$ cat config.mk
export PLATFORM = sky130hd
export DESIGN_NAME = axi_uart_bridge
export DESIGN_NICKNAME = d
export VERILOG_FILES = /design/src/rtl/axi_uart_bridge.sv
export SDC_FILE = /design/constraint.sdc
export NUM_CORES = 1
export LEC_CHECK = 0
export CELL_PAD_IN_SITES_DETAIL_PLACEMENT = 0
export CELL_PAD_IN_SITES_GLOBAL_PLACEMENT = 1
export CORE_ASPECT_RATIO = 0.9
export CORE_UTILIZATION = 41
export DETAILED_ROUTE_END_ITERATION = 8
export PLACE_DENSITY_LB_ADDON = 0.1
export SLEW_MARGIN = 20
export SYNTH_ARGS = -nofsm -noshare
export SYNTH_HDL_FRONTEND = slang
export SYNTH_SLANG_ARGS = --single-unit
$ cat constraint.sdc
create_clock -name clk -period 3.5 [get_ports clk]
set_clock_uncertainty 0.15 [all_clocks]
set_input_delay 0.525 -clock clk [delete_from_list [all_inputs] [get_ports clk]]
set_output_delay 0.525 -clock clk [all_outputs]
set_load 0.02 [all_outputs]
$ cat src/rtl/axi_uart_bridge.sv
// AXI4 slave exposing a UART data/status register pair, with TX and RX byte
// FIFOs between the bus and the byte-level serial transmitter/receiver.
module axi_uart_bridge #(
    parameter logic [3:0]  DATA_OFS = 4'h8,
    parameter logic [3:0]  STAT_OFS = 4'hC,
    parameter int unsigned TX_DEPTH = 16,
    parameter int unsigned RX_DEPTH = 16
) (
    input  logic        clk,
    input  logic        rst,

    input  logic [7:0]  ar_id,
    input  logic [31:0] ar_addr,
    input  logic [7:0]  ar_len,
    input  logic [2:0]  ar_size,
    input  logic [1:0]  ar_burst,
    input  logic        ar_valid,
    output logic        ar_ready,

    output logic [7:0]  r_id,
    output logic [1:0]  r_resp,
    output logic [31:0] r_data,
    output logic        r_last,
    output logic        r_valid,
    input  logic        r_ready,

    input  logic [7:0]  aw_id,
    input  logic [31:0] aw_addr,
    input  logic [7:0]  aw_len,
    input  logic [2:0]  aw_size,
    input  logic [1:0]  aw_burst,
    input  logic        aw_valid,
    output logic        aw_ready,

    input  logic [31:0] w_data,
    input  logic [3:0]  w_strb,
    input  logic        w_last,
    input  logic        w_valid,
    output logic        w_ready,

    output logic [7:0]  b_id,
    output logic [1:0]  b_resp,
    output logic        b_valid,
    input  logic        b_ready,

    output logic        tx_start,
    output logic [7:0]  tx_data,
    input  logic        tx_busy,
    input  logic        rx_ready,
    input  logic [7:0]  rx_data,
    output logic        rx_clear
);

    localparam int TX_AW = $clog2(TX_DEPTH);
    localparam int RX_AW = $clog2(RX_DEPTH);
    localparam logic [TX_AW:0] TX_FULL_CNT = TX_DEPTH[TX_AW:0];
    localparam logic [RX_AW:0] RX_FULL_CNT = RX_DEPTH[RX_AW:0];

    typedef enum logic       {R_IDLE, R_DATA}         r_state_e;
    typedef enum logic [1:0] {W_IDLE, W_DATA, W_RESP} w_state_e;

    function automatic logic is_mapped(input logic [3:0] ofs);
        return (ofs == DATA_OFS) || (ofs == STAT_OFS);
    endfunction

    r_state_e        r_state_q, r_state_d;
    logic [7:0]      r_id_q, r_id_d;
    logic [31:0]     r_data_q, r_data_d;
    logic [1:0]      r_resp_q, r_resp_d;
    logic            r_last_q, r_last_d;
    logic            r_valid_q, r_valid_d;
    logic [7:0]      r_beats_q, r_beats_d;
    logic            rx_pop_pend_q, rx_pop_pend_d;

    w_state_e        w_state_q, w_state_d;
    logic [7:0]      w_id_q, w_id_d;
    logic [3:0]      w_ofs_q, w_ofs_d;

    logic            tx_start_q, tx_start_d;
    logic [7:0]      tx_data_q, tx_data_d;
    logic            rx_clear_q, rx_clear_d;

    logic [7:0]      tx_mem [TX_DEPTH];
    logic [7:0]      rx_mem [RX_DEPTH];
    logic [TX_AW:0]  tx_wr_q, tx_wr_d, tx_rd_q, tx_rd_d, tx_count;
    logic [RX_AW:0]  rx_wr_q, rx_wr_d, rx_rd_q, rx_rd_d, rx_count;
    logic            tx_push, tx_pop, tx_full, tx_empty;
    logic            rx_push, rx_pop, rx_full, rx_empty;
    logic [7:0]      tx_head, rx_head;

    // Wrap bit makes the pointer difference an exact occupancy count.
    assign tx_count = tx_wr_q - tx_rd_q;
    assign rx_count = rx_wr_q - rx_rd_q;
    assign tx_full  = (tx_count == TX_FULL_CNT);
    assign tx_empty = (tx_count == '0);
    assign rx_full  = (rx_count == RX_FULL_CNT);
    assign rx_empty = (rx_count == '0);
    assign tx_head  = tx_mem[tx_rd_q[TX_AW-1:0]];
    assign rx_head  = rx_mem[rx_rd_q[RX_AW-1:0]];

    // Read channel: response registered one cycle after the address handshake.
    always_comb begin
        // NOTE: every output of this block gets a default first so no path leaves it unassigned (no latch).
        r_state_d     = r_state_q;
        r_id_d        = r_id_q;
        r_data_d      = r_data_q;
        r_resp_d      = r_resp_q;
        r_last_d      = r_last_q;
        r_valid_d     = r_valid_q;
        r_beats_d     = r_beats_q;
        rx_pop_pend_d = rx_pop_pend_q;
        rx_pop        = 1'b0;
        ar_ready      = 1'b0;
        unique case (r_state_q)
            R_IDLE: begin
                ar_ready = 1'b1;
                if (ar_valid) begin
                    r_state_d     = R_DATA;
                    r_valid_d     = 1'b1;
                    r_id_d        = ar_id;
                    r_beats_d     = ar_len;
                    r_last_d      = (ar_len == 8'd0);
                    r_resp_d      = 2'b00;
                    r_data_d      = '0;
                    rx_pop_pend_d = 1'b0;
                    if (ar_addr[3:0] == DATA_OFS) begin
                        if (!rx_empty) begin
                            r_data_d      = {24'b0, rx_head};
                            rx_pop_pend_d = 1'b1;
                        end
                    end else if (ar_addr[3:0] == STAT_OFS) begin
                        r_data_d = {30'b0, !rx_empty, !tx_full};
                    end else begin
                        r_resp_d = 2'b10;
                    end
                end
            end
            R_DATA: begin
                if (r_ready) begin
                    rx_pop        = rx_pop_pend_q;
                    rx_pop_pend_d = 1'b0;
                    if (r_last_q) begin
                        r_state_d = R_IDLE;
                        r_valid_d = 1'b0;
                        r_last_d  = 1'b0;
                    end else begin
                        r_beats_d = r_beats_q - 1'b1;
                        r_last_d  = (r_beats_q == 8'd1);
                    end
                end
            end
            default: r_state_d = R_IDLE;
        endcase
    end

    always_comb begin
        w_state_d = w_state_q;
        w_id_d    = w_id_q;
        w_ofs_d   = w_ofs_q;
        aw_ready  = 1'b0;
        w_ready   = 1'b0;
        b_valid   = 1'b0;
        b_resp    = 2'b00;
        tx_push   = 1'b0;
        unique case (w_state_q)
            W_IDLE: begin
                aw_ready = 1'b1;
                if (aw_valid) begin
                    w_state_d = W_DATA;
                    w_id_d    = aw_id;
                    w_ofs_d   = aw_addr[3:0];
                end
            end
            W_DATA: begin
                w_ready = !((w_ofs_q == DATA_OFS) && tx_full);
                if (w_valid && w_ready) begin
                    tx_push = (w_ofs_q == DATA_OFS) && w_strb[0];
                    if (w_last) w_state_d = W_RESP;
                end
            end
            W_RESP: begin
                b_valid = 1'b1;
                b_resp  = is_mapped(w_ofs_q) ? 2'b00 : 2'b10;
                if (b_ready) w_state_d = W_IDLE;
            end
            default: w_state_d = W_IDLE;
        endcase
    end

    // Serial side: the previous-cycle pulse blocks a repeat while the PHY status catches up.
    always_comb begin
        tx_pop     = !tx_empty && !tx_busy && !tx_start_q;
        tx_start_d = tx_pop;
        tx_data_d  = tx_pop ? tx_head : tx_data_q;
        rx_push    = rx_ready && !rx_full && !rx_clear_q;
        rx_clear_d = rx_push;

        tx_wr_d = tx_push ? tx_wr_q + 1'b1 : tx_wr_q;
        tx_rd_d = tx_pop  ? tx_rd_q + 1'b1 : tx_rd_q;
        rx_wr_d = rx_push ? rx_wr_q + 1'b1 : rx_wr_q;
        rx_rd_d = rx_pop  ? rx_rd_q + 1'b1 : rx_rd_q;
    end

    // NOTE: sequential state uses non-blocking assignments so every flop samples pre-edge values.
    always_ff @(posedge clk or posedge rst) begin
        if (rst) begin
            r_state_q     <= R_IDLE;
            r_id_q        <= '0;
            r_data_q      <= '0;
            r_resp_q      <= '0;
            r_last_q      <= 1'b0;
            r_valid_q     <= 1'b0;
            r_beats_q     <= '0;
            rx_pop_pend_q <= 1'b0;
            w_state_q     <= W_IDLE;
            w_id_q        <= '0;
            w_ofs_q       <= '0;
            tx_start_q    <= 1'b0;
            tx_data_q     <= '0;
            rx_clear_q    <= 1'b0;
            tx_wr_q       <= '0;
            tx_rd_q       <= '0;
            rx_wr_q       <= '0;
            rx_rd_q       <= '0;
        end else begin
            r_state_q     <= r_state_d;
            r_id_q        <= r_id_d;
            r_data_q      <= r_data_d;
            r_resp_q      <= r_resp_d;
            r_last_q      <= r_last_d;
            r_valid_q     <= r_valid_d;
            r_beats_q     <= r_beats_d;
            rx_pop_pend_q <= rx_pop_pend_d;
            w_state_q     <= w_state_d;
            w_id_q        <= w_id_d;
            w_ofs_q       <= w_ofs_d;
            tx_start_q    <= tx_start_d;
            tx_data_q     <= tx_data_d;
            rx_clear_q    <= rx_clear_d;
            tx_wr_q       <= tx_wr_d;
            tx_rd_q       <= tx_rd_d;
            rx_wr_q       <= rx_wr_d;
            rx_rd_q       <= rx_rd_d;
        end
    end

    // NOTE: FIFO storage is not reset; the pointers alone define which entries are valid.
    always_ff @(posedge clk) begin
        if (tx_push) tx_mem[tx_wr_q[TX_AW-1:0]] <= w_data[7:0];
        if (rx_push) rx_mem[rx_wr_q[RX_AW-1:0]] <= rx_data;
    end

    assign r_id     = r_id_q;
    assign r_data   = r_data_q;
    assign r_resp   = r_resp_q;
    assign r_last   = r_last_q;
    assign r_valid  = r_valid_q;
    assign b_id     = w_id_q;
    assign tx_start = tx_start_q;
    assign tx_data  = tx_data_q;
    assign rx_clear = rx_clear_q;

    logic unused_bits;
    assign unused_bits = ^{ar_size, ar_burst, ar_addr[31:4], aw_size, aw_burst,
                           aw_addr[31:4], aw_len, w_data[31:8], w_strb[3:1]};

endmodule
==> results.sh <==
export IMPL_p_sw_mw=3.73
export IMPL_p_comb_frac=0.307
export IMPL_grt_max_degree=36
export IMPL_power_density_mw_per_mm2=768
export IMPL_drv_slew=0
export IMPL_ys_flop_type="edfxtp_1"
export IMPL_use_met3=0.0292
export IMPL_power_leakage_nw=5.83
export IMPL_crit_chain="ha_1 -> nand3b_1 -> and4_1 -> a311o_1 -> buf_4 -> a21boi_2 -> and3_1"
export IMPL_r2r_cells=7
export IMPL_fp_dieArea_sq_mm=0.0343
export IMPL_synth_distinct_cells=56
export IMPL_die_w_microns=195
export IMPL_internal_power_mw=8.78
export IMPL_relSlewSlack=0.447
export IMPL_min_path_type="input pin to async pin"
export IMPL_first_pass_iters=5
export IMPL_reg2reg_from="tx_wr_q[2]"
export IMPL_synth_seq_cells=329
export IMPL_vias=6940
export IMPL_cp_top_family="simple AND/OR/NAND/NOR gates"
export IMPL_rrSetupSlack_ns=0.22
export IMPL_route_detailed_drc=0
export IMPL_fmax_mhz=304
export IMPL_clk_latency_ns=0.52
export IMPL_use_met2=0.281
export IMPL_synthesis_area_sq_mm=0.0138
export IMPL_place_congestion=0.766
export IMPL_holdBufCountCts=0
export IMPL_dieHeight_microns=176
export IMPL_fin_crit_sh=0.939
export IMPL_clkTransAtPathRegs_ns=0.06
export IMPL_first_iter_violations=311
export IMPL_grt_pass1_vias=7301
export IMPL_swShare=0.298
export IMPL_yosys_warnings=0
export IMPL_syn_area_per_cell_sq_um=18.0
export IMPL_final_setup_worst_slack_ns=0.215
export IMPL_hold_viol_final=0
export IMPL_cp_data_required_time_ns=3.49
export IMPL_placedInstanceArea_sq_mm=0.0152
export IMPL_whs_ns=0.196
export IMPL_status="complete, no violations"
export IMPL_final_nets=1069
export IMPL_synth_edf_count=256
export IMPL_clockRootBuffer="clkbuf_16"
export IMPL_r2r_end="tx_mem[4][5]"
export IMPL_critPathCaptureType="register"
export IMPL_p_clk_frac=0.289
export IMPL_synthArstFlopShare=0.222
export IMPL_drt_wirelength_per_cell_microns=19.7
export IMPL_tns_ns=0
export IMPL_num_rows=63
export IMPL_grtUsageMet1=0.196
export IMPL_slowest_stage="and3_1"
export IMPL_syn_inst=765
export IMPL_worstMarginPinSlew_ns=0.824
export IMPL_area_delta_synth_final_pct=18.5
export IMPL_cts_tree="built"
export IMPL_stdcell_area_sq_mm=0.0163
export IMPL_grt_busiest_layer="met2"
export IMPL_synth_seq_area_share=0.692
export IMPL_final_antenna_net_count=0
export IMPL_start_util=0.418
export IMPL_coreArea_sq_mm=0.0329
export IMPL_irDropWorstVdd_v=0.000529
export IMPL_final_setup_viol_count=0
export IMPL_port_buffers=100
export IMPL_clockBufferDepth=3
export IMPL_cts_made_buffers=36
export IMPL_rsz0062_at_grt="false"
export IMPL_crit_fanout=14
export IMPL_path_depth=7
export IMPL_via_per_inst=5.18
export IMPL_htree_levels=2
export IMPL_cts_sinks=329
export IMPL_post_route_util=0.495
export IMPL_cpPeakStageDelay_ns=0.57
export IMPL_arrival_ns=3.28
export IMPL_period_needed_ns=3.28
export IMPL_routed_wl_microns=26400
export IMPL_maxCapViolCount=0
export IMPL_grt_overflow=0
export IMPL_antenna_found_initial=0
export IMPL_critPathKind="register to register"
export IMPL_diodes=0
export IMPL_grt_pass1_wl_microns=41300
export IMPL_place_ws_ns=0.177
export IMPL_drive_gt1_frac=0.197
export IMPL_critPathBufInv=1
export IMPL_io_pins=228
export IMPL_dpl_hpwl_microns=18200
export IMPL_crit_path_start_kind="register"
export IMPL_grt_total_usage=0.158
export IMPL_seqPwrFrac=0.404
[sequential cells by signal, indices dropped and copies added (netlist names), 4 cells and up]
name,count
w_ofs_q,4
r_data,8
rx_mem,128
tx_data,8
tx_mem,128
tx_wr_q,5
tx_rd_q,5
rx_wr_q,5
rx_rd_q,5
r_beats_q,8
r_id,8
b_id,8
[layout by cell type (no fill, tap or decap), drive strengths merged, types with 2 or more instances in the layout]
master | synthesis | layout
edfxtp | 256 | 256
clkdlybuf4s50 | 0 | 99
mux4 | 79 | 79
dfrtp | 73 | 73
clkbuf | 19 | 56
nand2 | 32 | 32
mux2 | 31 | 31
inv | 26 | 27
conb | 1 | 26
a21oi | 22 | 22
and3 | 20 | 20
ha | 20 | 20
buf | 39 | 19
o21ai | 19 | 19
nor2 | 15 | 15
nor2b | 12 | 12
xor2 | 10 | 10
nand3 | 10 | 10
xnor2 | 9 | 9
nand4 | 8 | 8
and2 | 6 | 6
nand2b | 6 | 6
clkinv | 0 | 6
and4 | 5 | 5
and4b | 4 | 4
nor4 | 4 | 4
a211o | 3 | 3
nor3 | 3 | 3
o211ai | 3 | 3
nand3b | 3 | 3
or4 | 3 | 3
nor4bb | 3 | 3
nor4b | 2 | 2
o22ai | 2 | 2
and3b | 2 | 2
a21o | 2 | 2
clkinvlp | 0 | 2
bufinv | 0 | 2
[through the flow]
stage | power, mW | std cells
detailed placement | 9.04 | 1273
global route | 13.2 | 1339
floorplan | 7.82 | 790
CTS | 12.7 | 1339
finish | 12.5 | 1339
global placement | 8.89 | 1273
[cell families (layout without fill, tap and decap cells)]
kind of cell    count (synthesis)  count (layout)  synth area share
buf+inv                        84             211            0.0342
other cells                     1              26          0.000273
xor+xnor                       21              21            0.0155
flops                         329             329             0.692
fa+ha+maj                      20              20            0.0182
compound gates                 60              60            0.0268
simple gates                  139             139            0.0581
mux                           111             111             0.155
[Yosys cell counts, types with 12 or more instances]
master    number  area, sq um
mux2_2        21          236
nor2_1        15         56.3
edfxtp_1     256         7690
o21ai_0       13         65.1
mux4_2        79         1780
nor2b_1       12         75.1
and3_1        20          125
buf_4         26          195
dfrtp_1       73         1830
a21oi_1       21          105
ha_1          20          250
clkbuf_1      19         71.3
inv_1         23         86.3
nand2_1       32          120
[worst max path at each step]
stage / start / endpoint / slack [ns]
detailed placement: tx_wr_q[2] / tx_mem[4][3] / 0.18
floorplan: rx_rd_q[1] / rx_mem[1][0] / 0.23
global placement: tx_wr_q[2] / tx_mem[4][3] / 0.30
finish: tx_wr_q[2] / tx_mem[4][5] / 0.22
CTS: tx_wr_q[2] / w_ready / 0.03
global route: tx_wr_q[2] / tx_mem[5][5] / 0.02
[power by group through the flow]
stage | Combinational [mW] | Clock (mW) | Sequential [mW]
final | 3.84 | 3.62 | 5.06
after global placement | 3.79 | 0 | 5.10
after detailed placement | 3.90 | 0 | 5.14
after CTS | 3.92 | 3.74 | 5.06
after floorplan | 2.60 | 0 | 5.22
after global routing | 4.19 | 3.87 | 5.13
[final cells by class]
type                            count  area (sq um)
Fill cell                        2743         16600
Sequential cell                   329          9520
Multi-Input combinational cell    377          3880
Timing Repair Buffer              119          1140
Clock buffer                       55          1020
Tap cell                          422           528
Clock inverter                     11           113
Inverter                           26          98.8
[metal layers]
layer	vias to the layer above	wire [microns]
met1	3543	11000
met3	45	1010
met2	137	13900
li1	3215	-
met4	0	520
met5	-	0
[repair_timing]
| action | in CTS | in global routing |
|---|---|---|
| resized for setup | 2 | 2 |
| buffers inserted | 0 | 0 |
| endpoints found under the setup margin | 1 | 1 |
Note: power is estimated with default switching activity, not from simulation.
